**src/rtl/fill_pkg.sv**
```systemverilog
// Shared definitions for the matrix-vector engine fill path.
// The compute controller relies on the same row-to-FIFO mapping.
package fill_pkg;

  localparam int unsigned NUM_FIFOS      = 9;
  localparam int unsigned WORD_WIDTH     = 64;
  localparam int unsigned BYTES_PER_WORD = WORD_WIDTH / 8;
  localparam int unsigned ROW_B          = 0;
  localparam int unsigned ROW_A0         = 1;

  typedef enum logic [2:0] {
    ST_IDLE,
    ST_REQ,
    ST_WAIT,
    ST_UNPACK,
    ST_DONE
  } fill_state_t;

endpackage

```
**src/rtl/word_unpacker.sv**
```systemverilog
// Holds one fetched memory word and walks it least-significant element first.
module word_unpacker #(
  parameter int unsigned DATA_WIDTH     = 8,
  parameter int unsigned BYTES_PER_WORD = 8
) (
  input  logic                                 clk,
  input  logic                                 rst_n,
  input  logic                                 clear,
  input  logic                                 load,
  input  logic [DATA_WIDTH*BYTES_PER_WORD-1:0] word_in,
  input  logic                                 advance,
  output logic [DATA_WIDTH-1:0]                cur_byte,
  output logic                                 last
);
  import fill_pkg::*;

  localparam int unsigned WORD_W = DATA_WIDTH * BYTES_PER_WORD;
  localparam int unsigned K_W    = $clog2(BYTES_PER_WORD);

  logic [WORD_W-1:0] word_q;
  logic [K_W-1:0]    k_q;

  // last is kept as a flop so the FSM sees it alongside the element it flags
  always_ff @(posedge clk or negedge rst_n) begin
    if (!rst_n) begin
      word_q <= '0;
      k_q    <= '0;
      last   <= 1'b0;
    end else if (clear) begin
      k_q    <= '0;
      last   <= 1'b0;
    end else if (load) begin
      word_q <= word_in;
      k_q    <= '0;
      last   <= 1'b0;
    end else if (advance) begin
      word_q <= word_q >> DATA_WIDTH;
      k_q    <= k_q + K_W'(1);
      last   <= (k_q == K_W'(BYTES_PER_WORD - 2));
    end
  end

  assign cur_byte = word_q[DATA_WIDTH-1:0];

endmodule

```
**src/rtl/fifo_fill_ctrl.sv**
```systemverilog
// Fetches one 64-bit word per row and streams its elements into the owning FIFO.
// Row 0 feeds the B-vector FIFO, rows 1..8 feed the A-matrix row FIFOs.
module fifo_fill_ctrl #(
  parameter int unsigned DATA_WIDTH = 8,
  parameter int unsigned NUM_FIFOS  = 9,
  parameter logic [31:0] BASE_ADDR  = 32'h0
) (
  input  logic                  clk,
  input  logic                  rst_n,
  input  logic                  start,
  output logic [31:0]           mem_address,
  output logic                  mem_read,
  input  logic [63:0]           mem_readdata,
  input  logic                  mem_readdatavalid,
  input  logic                  mem_waitrequest,
  output logic [DATA_WIDTH-1:0] fifo_data,
  output logic [NUM_FIFOS-1:0]  fifo_wrreq,
  input  logic [NUM_FIFOS-1:0]  fifo_wrfull,
  output logic                  busy,
  output logic                  done
);
  import fill_pkg::*;

  localparam int unsigned BYTES_PER_WORD = 64 / DATA_WIDTH;
  localparam int unsigned ROW_W          = $clog2(NUM_FIFOS);
  localparam logic [ROW_W-1:0] LAST_ROW  = ROW_W'(NUM_FIFOS - 1);

  fill_state_t state_q, state_d;
  logic [ROW_W-1:0]      row_q, row_d;
  logic                  mem_read_d;
  logic [31:0]           mem_address_d;
  logic [NUM_FIFOS-1:0]  fifo_wrreq_d;
  logic [DATA_WIDTH-1:0] fifo_data_d;
  logic                  busy_d;
  logic                  done_d;
  logic                  clear_c;
  logic                  load_c;
  logic                  advance_c;
  logic [DATA_WIDTH-1:0] cur_byte;
  logic                  last;

  word_unpacker #(
    .DATA_WIDTH     (DATA_WIDTH),
    .BYTES_PER_WORD (BYTES_PER_WORD)
  ) u_unpack (
    .clk      (clk),
    .rst_n    (rst_n),
    .clear    (clear_c),
    .load     (load_c),
    .word_in  (mem_readdata),
    .advance  (advance_c),
    .cur_byte (cur_byte),
    .last     (last)
  );

  always_ff @(posedge clk or negedge rst_n) begin
    if (!rst_n) begin
      state_q     <= ST_IDLE;
      row_q       <= ROW_W'(ROW_B);
      mem_read    <= 1'b0;
      mem_address <= BASE_ADDR;
      fifo_wrreq  <= '0;
      fifo_data   <= '0;
      busy        <= 1'b0;
      done        <= 1'b0;
    end else begin
      state_q     <= state_d;
      row_q       <= row_d;
      mem_read    <= mem_read_d;
      mem_address <= mem_address_d;
      fifo_wrreq  <= fifo_wrreq_d;
      fifo_data   <= fifo_data_d;
      busy        <= busy_d;
      done        <= done_d;
    end
  end

  // Outputs are decoded from the next state so they line up with the state they describe
  always_comb begin
    state_d      = state_q;
    row_d        = row_q;
    clear_c      = 1'b0;
    load_c       = 1'b0;
    advance_c    = 1'b0;
    fifo_wrreq_d = '0;
    fifo_data_d  = fifo_data;

    unique case (state_q)
      ST_IDLE: begin
        if (start) begin
          row_d   = ROW_W'(ROW_B);
          clear_c = 1'b1;
          state_d = ST_REQ;
        end
      end
      ST_REQ: begin
        if (!mem_waitrequest) state_d = ST_WAIT;
      end
      ST_WAIT: begin
        if (mem_readdatavalid) begin
          load_c  = 1'b1;
          state_d = ST_UNPACK;
        end
      end
      ST_UNPACK: begin
        // A full target FIFO freezes the element index until space returns
        if (!fifo_wrfull[row_q]) begin
          fifo_wrreq_d = NUM_FIFOS'(1) << row_q;
          fifo_data_d  = cur_byte;
          advance_c    = 1'b1;
          if (last) begin
            if (row_q == LAST_ROW) begin
              state_d = ST_DONE;
            end else begin
              row_d   = row_q + ROW_W'(1);
              state_d = ST_REQ;
            end
          end
        end
      end
      ST_DONE: state_d = ST_IDLE;
      default: state_d = ST_IDLE;
    endcase

    mem_read_d    = (state_d == ST_REQ);
    mem_address_d = BASE_ADDR + 32'(row_d);
    busy_d        = (state_d == ST_REQ) || (state_d == ST_WAIT) || (state_d == ST_UNPACK);
    done_d        = (state_d == ST_DONE);
  end

endmodule

```
**config.mk**
```make
export PLATFORM = sky130hd
export DESIGN_NAME = fifo_fill_ctrl
export DESIGN_NICKNAME = d
export VERILOG_FILES = /design/src/rtl/fill_pkg.sv /design/src/rtl/word_unpacker.sv /design/src/rtl/fifo_fill_ctrl.sv
export SDC_FILE = /design/constraint.sdc
export NUM_CORES = 1
export LEC_CHECK = 0
export CORE_MARGIN = 3
export CORE_UTILIZATION = 51
export DETAILED_ROUTE_END_ITERATION = 6
export PLACE_DENSITY = 0.87
export SYNTH_ARGS = -nofsm -noshare
export SYNTH_HDL_FRONTEND = slang
export SYNTH_SLANG_ARGS = --single-unit
```
**constraint.sdc**
```tcl
create_clock -name clk -period 6.1 [get_ports clk]
set_input_delay 0.61 -clock clk [delete_from_list [all_inputs] [get_ports clk]]
set_output_delay 0.61 -clock clk [all_outputs]
set_load 0.01 [all_outputs]
```
After elaboration in Yosys (flattened, before gate mapping)
Index checks and enable logic that the tools add are counted.
{ "word_totals": {"word_cells": 68, "input_bits": 78, "mem_bits_rw": 0, "latch_bits": 0, "mem_count": 0, "out_inout_bits": 52, "ff_bits": 95, "mem_bits_ro": 0} }
{ "op_classes": {"add_sub_neg": 2, "reduce_logical": 9, "shifts": 1, "n_lt_le_gt_ge": 1, "div": 0, "mul": 0, "eq_ne": 13, "bitwise": 2, "n_mux": 30} }
{ "op_table": {"columns": ["cell", "count"], "rows": [
  ["two-way mux 64 bit", 2],
  ["two-way mux 3 bit", 9],
  ["two-way mux 9 bit", 2],
  ["two-way mux 4 bit", 4],
  ["equality test 3 x 2 -> 1 bit, second input constant", 4],
  ["case mux 3 bit (4 select lines)", 1],
  ["two-way mux 1 bit", 10],
  ["left shift 1 x 4 -> 9 bit, first input constant", 1],
  ["case mux 4 bit (2 select lines)", 1],
  ["equality test 3 x 1 -> 1 bit, second input constant", 2],
  ["equality test 3 bit, second input constant", 2],
  ["inequality test 2 bit, second input constant", 3],
  ["< comparator 4 x 5 -> 1 bit, second input constant", 1],
  ["AND reduction 5 bit", 1],
  ["adder 4 x 1 -> 4 bit, second input constant", 1],
  ["binary-select mux 1 bit (select 4 bit)", 1],
  ["equality test 4 bit, second input constant", 1],
  ["AND reduction 2 bit", 2],
  ["nonzero test 2 bit", 2],
  ["adder 3 x 1 -> 3 bit, second input constant", 1],
  ["logical NOT 3 bit", 1],
  ["nonzero test 3 bit", 1],
  ["logical OR 1 bit", 2],
  ["inequality test 2 x 1 -> 1 bit, second input constant", 1],
  ["NOT 1 bit", 2]
]} }

Logic depth before layout (Yosys ltp)
{ "logic_depth": {"ltp_word": 8, "mapped_depth": 9, "ltp_nobuf": 7} }

Hierarchy
A second synthesis with hierarchy kept.
{ "unflattened": {"cells_unflattened": 498, "area_unflattened_um2": 5034.8} }
{ "by_module_without_submodules": {"columns": ["module", "seq_area_each_um2", "n_inst", "area_each_um2", "cells_per_inst"], "rows": [
  ["word_unpacker", 1701.6, 1, 3483.3, 358],
  ["fifo_fill_ctrl", 675.6, 1, 1551.5, 140]
]} }

Least setup slack after synthesis
Ideal clock, no wire load.
{ "synth_path": {"kind": "input -> register", "start": "input fifo_wrfull[3]", "end": "register u_unpack.word_q[10]", "path_buffers": 1, "stages": 6, "arrival_time_ns": 1.906, "setup_ns": 0.126, "required_time_ns": 5.974, "path_slack_ns": 4.068, "path_cell_list": "mux4_2 > nand3_2 > nand4_2 > clkbuf_1 > and3_1 > a221o_1"} }
{ "synth_between": {"elab_chain_len": 6} }
{ "synth_rtl": {"columns": ["element", "line_no", "source"], "rows": [
  ["start, declared", "fifo_fill_ctrl.sv:18", "input logic [NUM_FIFOS-1:0] fifo_wrfull,"],
  ["binary-select mux 1 bit (select 4 bit)", "fifo_fill_ctrl.sv:107", "if (!fifo_wrfull[row_q]) begin"],
  ["two-way mux 1 bit (not written as such)", "fifo_fill_ctrl.sv:107", null],
  ["two-way mux 1 bit", "fifo_fill_ctrl.sv:107", null],
  ["two-way mux 1 bit", "fifo_fill_ctrl.sv:88", "unique case (state_q)"],
  ["nonzero test 2 bit (no line)", null, null],
  ["AND reduction 2 bit (no line)", null, null],
  ["end signal, assigned", "word_unpacker.sv:33", "word_q <= word_in;"],
  ["end signal, assigned", "word_unpacker.sv:37", "word_q <= word_q >> DATA_WIDTH;"],
  ["end, declared", "word_unpacker.sv:20", "logic [WORD_W-1:0] word_q;"]
]} }
No other way between the ends. The select of a mux whose other input is x is not followed.
A chain may end at the register's enable or synchronous reset.

Worst setup path in the final report
{ "layout_path": {"start": "input mem_readdatavalid", "end": "register u_unpack.word_q[18]"} }
{ "layout_between": {"elab_chain_len": 4, "elab_cells_between_ends": 5, "classes_between": "mux: 3; reduce/logical: 2"} }
{ "layout_rtl": {"columns": ["element", "line_no", "source"], "rows": [
  ["start, declared", "fifo_fill_ctrl.sv:14", "input logic mem_readdatavalid,"],
  ["two-way mux 1 bit (*)", "fifo_fill_ctrl.sv:100", "if (mem_readdatavalid) begin"],
  ["two-way mux 1 bit (*)", "fifo_fill_ctrl.sv:88", null],
  ["nonzero test 2 bit (no line)", null, null],
  ["AND reduction 2 bit (no line)", null, null]
]} }
Every way passes the cells marked *; elsewhere a longest branch is shown, timed or not.

==> summary by stage <==
Global routing
The initial antenna violation count is 0. The maximum number of pins on one net before global-route repair is 79. The first global-routing pass estimated 16.8 mm of wire. The via count of the first global-routing pass is 3,367. The overall overflow remaining after global route is 0. The combined global-route utilization of all metal layers is 21.2%.

Clock network
The sink count of the clock tree is 95. The worst-skew pair later-pin latency is 0.36 ns. The clock tree synthesis step divided the H-tree into 3 levels. The quantity of gates resized following cts is 0. The hold buffer count at cts is 0.

After clock tree synthesis, the clock-pin slew on the worst setup and hold paths is 0.09 ns. TritonCTS built the clock tree. Buffers added to address setup during post-CTS repair amount to 0. The clock passes through at most 2 buffers. The clock root buffer is sky130_fd_sc_hd__clkbuf_8. The number of clock buffers added by TritonCTS is 9.

STA
The number of endpoints failing setup at the final stage is 0. The final worst clock skew is 0.0177 ns. The post-route setup TNS is 0 ns.

The worst path uses 42.5% of the clock period. Timing would allow up to 386 MHz. The worst pin sits at a relative slew slack of 18.9%.

The slew of the pin with the lowest slew margin is 1.22 ns. After layout, the minimum clock period comes to 2.59 ns. Setup repair after global routing left no endpoint under its margin. The count of endpoints failing hold in the final timing report came to 0.

The final count of pins violating max slew is 0.

Layout
The repair_antennas step left the layout with diodes totalling 0. After the last flow step, the layout net total stands at 586. The synthesis-to-layout area growth is 23.9%. For this run, the share of the core covered by cells in the final layout is 66.2%. In the final layout, the share of cells above drive strength 1 is 5.54%. Fill cells in the final layout number 667.

Floorplan
The die area is 9940 um2. The floorplan has 33 rows. The number of I/O pins is 130.

The standard cell core area is 8380 um2. The initial standard-cell utilization of the core is 53.4%. In this run the vertical extent of the chip is 99.7 um. The die is 99.7 um wide.

Drt
The detailed-route via count is 3,466. The final wirelength is 10.5 mm. Detailed routing placed a total of 748 um of wire on met3.

Dividing the detail-routed wire length by the instance count gives 17.2 um. After detailed routing, the wire length on met1 is 4.58 mm. The per-cell via count in the routed design is 5.68.

The number of detailed-routing iterations run before antenna repair is 4. The antenna violation net count after detailed routing is 0. The number of design-rule violations left by the first detailed-router iteration is 205. The detailed route wirelength on metal2 is 5.10 mm.

Routed signal wires occupy layers up through met4. For this run, design rule violations remaining after detail routing come to 0.

Synth
The warning count from the yosys run is 0. The synthesized flop and latch total is 95. Yosys mapped the design onto 42 distinct sky130hd cell types. The cell count after synthesis is 420. The number of enable flip-flop cells after synthesis is 0. The async set or reset register ratio after synthesis is 100%. The average cell area after synthesis is 10.7 um2.

The most instantiated flip-flop cell in the synthesis netlist is sky130_fd_sc_hd__dfrtp_1. The mapped netlist covers 4480 um2. The part of the Yosys area used for sequential elements is 53.1%.

Pwr
After layout, the design draws a total of 2.55 mW. The power density over cell area is 459 nW/um2. VDD sags by at most 0.243 mV. The leakage power total is 2.66 nW.

Place
The number of input and output port buffers inserted is 101. The global placer's final weighted congestion is 0.838. The half-perimeter wire length after placement is 6.79 mm.

Critical path
Walking the worst path, the cells encountered are clkdlybuf4s50_1 > nand3_2 > and3_1 > a221o_1. The endpoint class of the critical path is a flip-flop. The slowest stage of the critical path is the sky130_fd_sc_hd__nand3_2 cell. The worst stage delay on the critical path is 0.83 ns.

STA classifies the critical path startpoint as an input port. The arrival time at the worst endpoint is 2.83 ns. The largest fanout of any net on the critical path is 64.

STA puts the critical path data required time at 6.34 ns. The type of the setup path with the least slack is input port to flip-flop.

Job
Across the run, the number of max-cap violations was 0.

Outcome
The flow ran to the end, and the final reports show no timing, DRC or antenna violations.

Worst hold path
In this run the worst hold path is classified as input port to async pin.
==> critical path, delay by kind of cell <==
| family | cells | cell delay [ns] |
|---|---|---|
| AOI/OAI and AO/OA | 1 | 0.27 |
| buffers and inverters | 1 | 0.53 |
| and+or+nand+nor | 2 | 1.40 |
==> cells in the mapped netlist, types with 2 or more instances <==
cell                       instances  share of area (%)
sky130_fd_sc_hd__dfrtp_1          95                 53
sky130_fd_sc_hd__nand2_1          54                4.5
sky130_fd_sc_hd__and3_1           53                7.4
sky130_fd_sc_hd__a221o_1          48                 11
sky130_fd_sc_hd__buf_4            29                4.9
sky130_fd_sc_hd__nor2_1           19                1.6
sky130_fd_sc_hd__a21oi_1          17                1.9
sky130_fd_sc_hd__clkbuf_1         16                1.3
sky130_fd_sc_hd__buf_2            10                1.1
sky130_fd_sc_hd__inv_1            10               0.84
sky130_fd_sc_hd__o21ai_0           9                1.0
sky130_fd_sc_hd__ha_1              8                2.2
sky130_fd_sc_hd__nand3_1           7               0.78
sky130_fd_sc_hd__buf_6             6                1.5
sky130_fd_sc_hd__mux2i_1           4               0.89
sky130_fd_sc_hd__nor3_1            3               0.34
sky130_fd_sc_hd__nor4_1            3               0.42
sky130_fd_sc_hd__and4_1            2               0.39
sky130_fd_sc_hd__nand3b_1          2               0.34
sky130_fd_sc_hd__o21ai_1           2               0.22
sky130_fd_sc_hd__or3_1             2               0.28
==> per-layer routing <==
layer	up-vias	track usage, %
li1	1617	-
met1	1706	30.5
met2	135	32.8
met3	8	5.33
met4	0	4.20
met5	-	0
==> metrics by stage <==
step / hold WS (ns) / instance area [um2] / cells / setup WS, ns
after floorplan: 0.314 / 4580 / 447 / 4.07
after global placement: 0.449 / 5350 / 594 / 3.23
after detailed placement: 0.449 / 5350 / 594 / 3.16
after CTS: 0.258 / 5550 / 610 / 3.53
after global routing: 0.270 / 5550 / 610 / 3.36
final: 0.238 / 5550 / 610 / 3.51
==> power by group <==
group	switching, mW	internal [mW]
registers	0.154	0.876
logic	0.593	0.507
clock network	0.224	0.193
total	0.971	1.58
==> final timing paths <==
kind | from | to | slack [ns] | depth (start not counted)
worst min-delay path | rst_n | fifo_data[3] | 0.24 | 1
max in group asynchronous | rst_n | u_unpack.word_q[20] | 4.80 | 2
worst max-delay path | mem_readdatavalid | u_unpack.word_q[18] | 3.51 | 4
worst min register to register | u_unpack.word_q[4] | fifo_data[4] | 0.47 | 2
worst max register to register | mem_address[0] | u_unpack.word_q[3] | 3.52 | 6
min in group clk | u_unpack.word_q[4] | fifo_data[4] | 0.47 | 2
==> cells by family (layout without fill, tap and decap cells) <==
| group | count (synthesis) | count (layout) | share of synthesized area (%) |
|---|---|---|---|
| compound gates | 87 | 87 | 15.9 |
| fa+ha+maj | 8 | 8 | 2.23 |
| buf+inv | 72 | 130 | 9.75 |
| flops | 95 | 95 | 53.1 |
| mux | 5 | 5 | 1.40 |
| other cells | 1 | 28 | 0.0837 |
| simple gates | 152 | 152 | 17.5 |
==> area by class of cell <==
cell class                 count  area, um2  share of cell area [%]
sequential                    95       2380                    42.9
multi-input combinational    280       1770                    32.0
timing repair buffer         104       1030                    18.6
tap                          105        131                    2.37
clock buffer                  10        128                    2.30
clock inverter                 6       68.8                    1.24
inverter                      10       37.5                   0.677
==> flip-flops by register name, summed over array words and instances, names as in the netlist <==
register / cells
busy: 1
done: 1
fifo_data: 8
fifo_wrreq: 9
mem_address: 4
mem_read: 1
state_q: 3
u_unpack.k_q: 3
u_unpack.last: 1
u_unpack.word_q: 64
==> placed cells by master, fill, tap and decap left out, drive strengths merged, types with 2 or more instances in the layout <==
cell type / n
nor2: 19
o21ai: 11
clkinv: 2
ha: 8
a221o: 48
nor4: 3
buf: 4
clkbuf: 10
and3: 53
or3: 2
a21oi: 17
nand3: 8
inv: 12
nand3b: 2
nand2: 54
mux2i: 4
nand2b: 2
dfrtp: 95
a211oi: 2
and4: 2
conb: 28
clkdlybuf4s50: 100
nor3: 3
(Power assumes the default switching activity.)
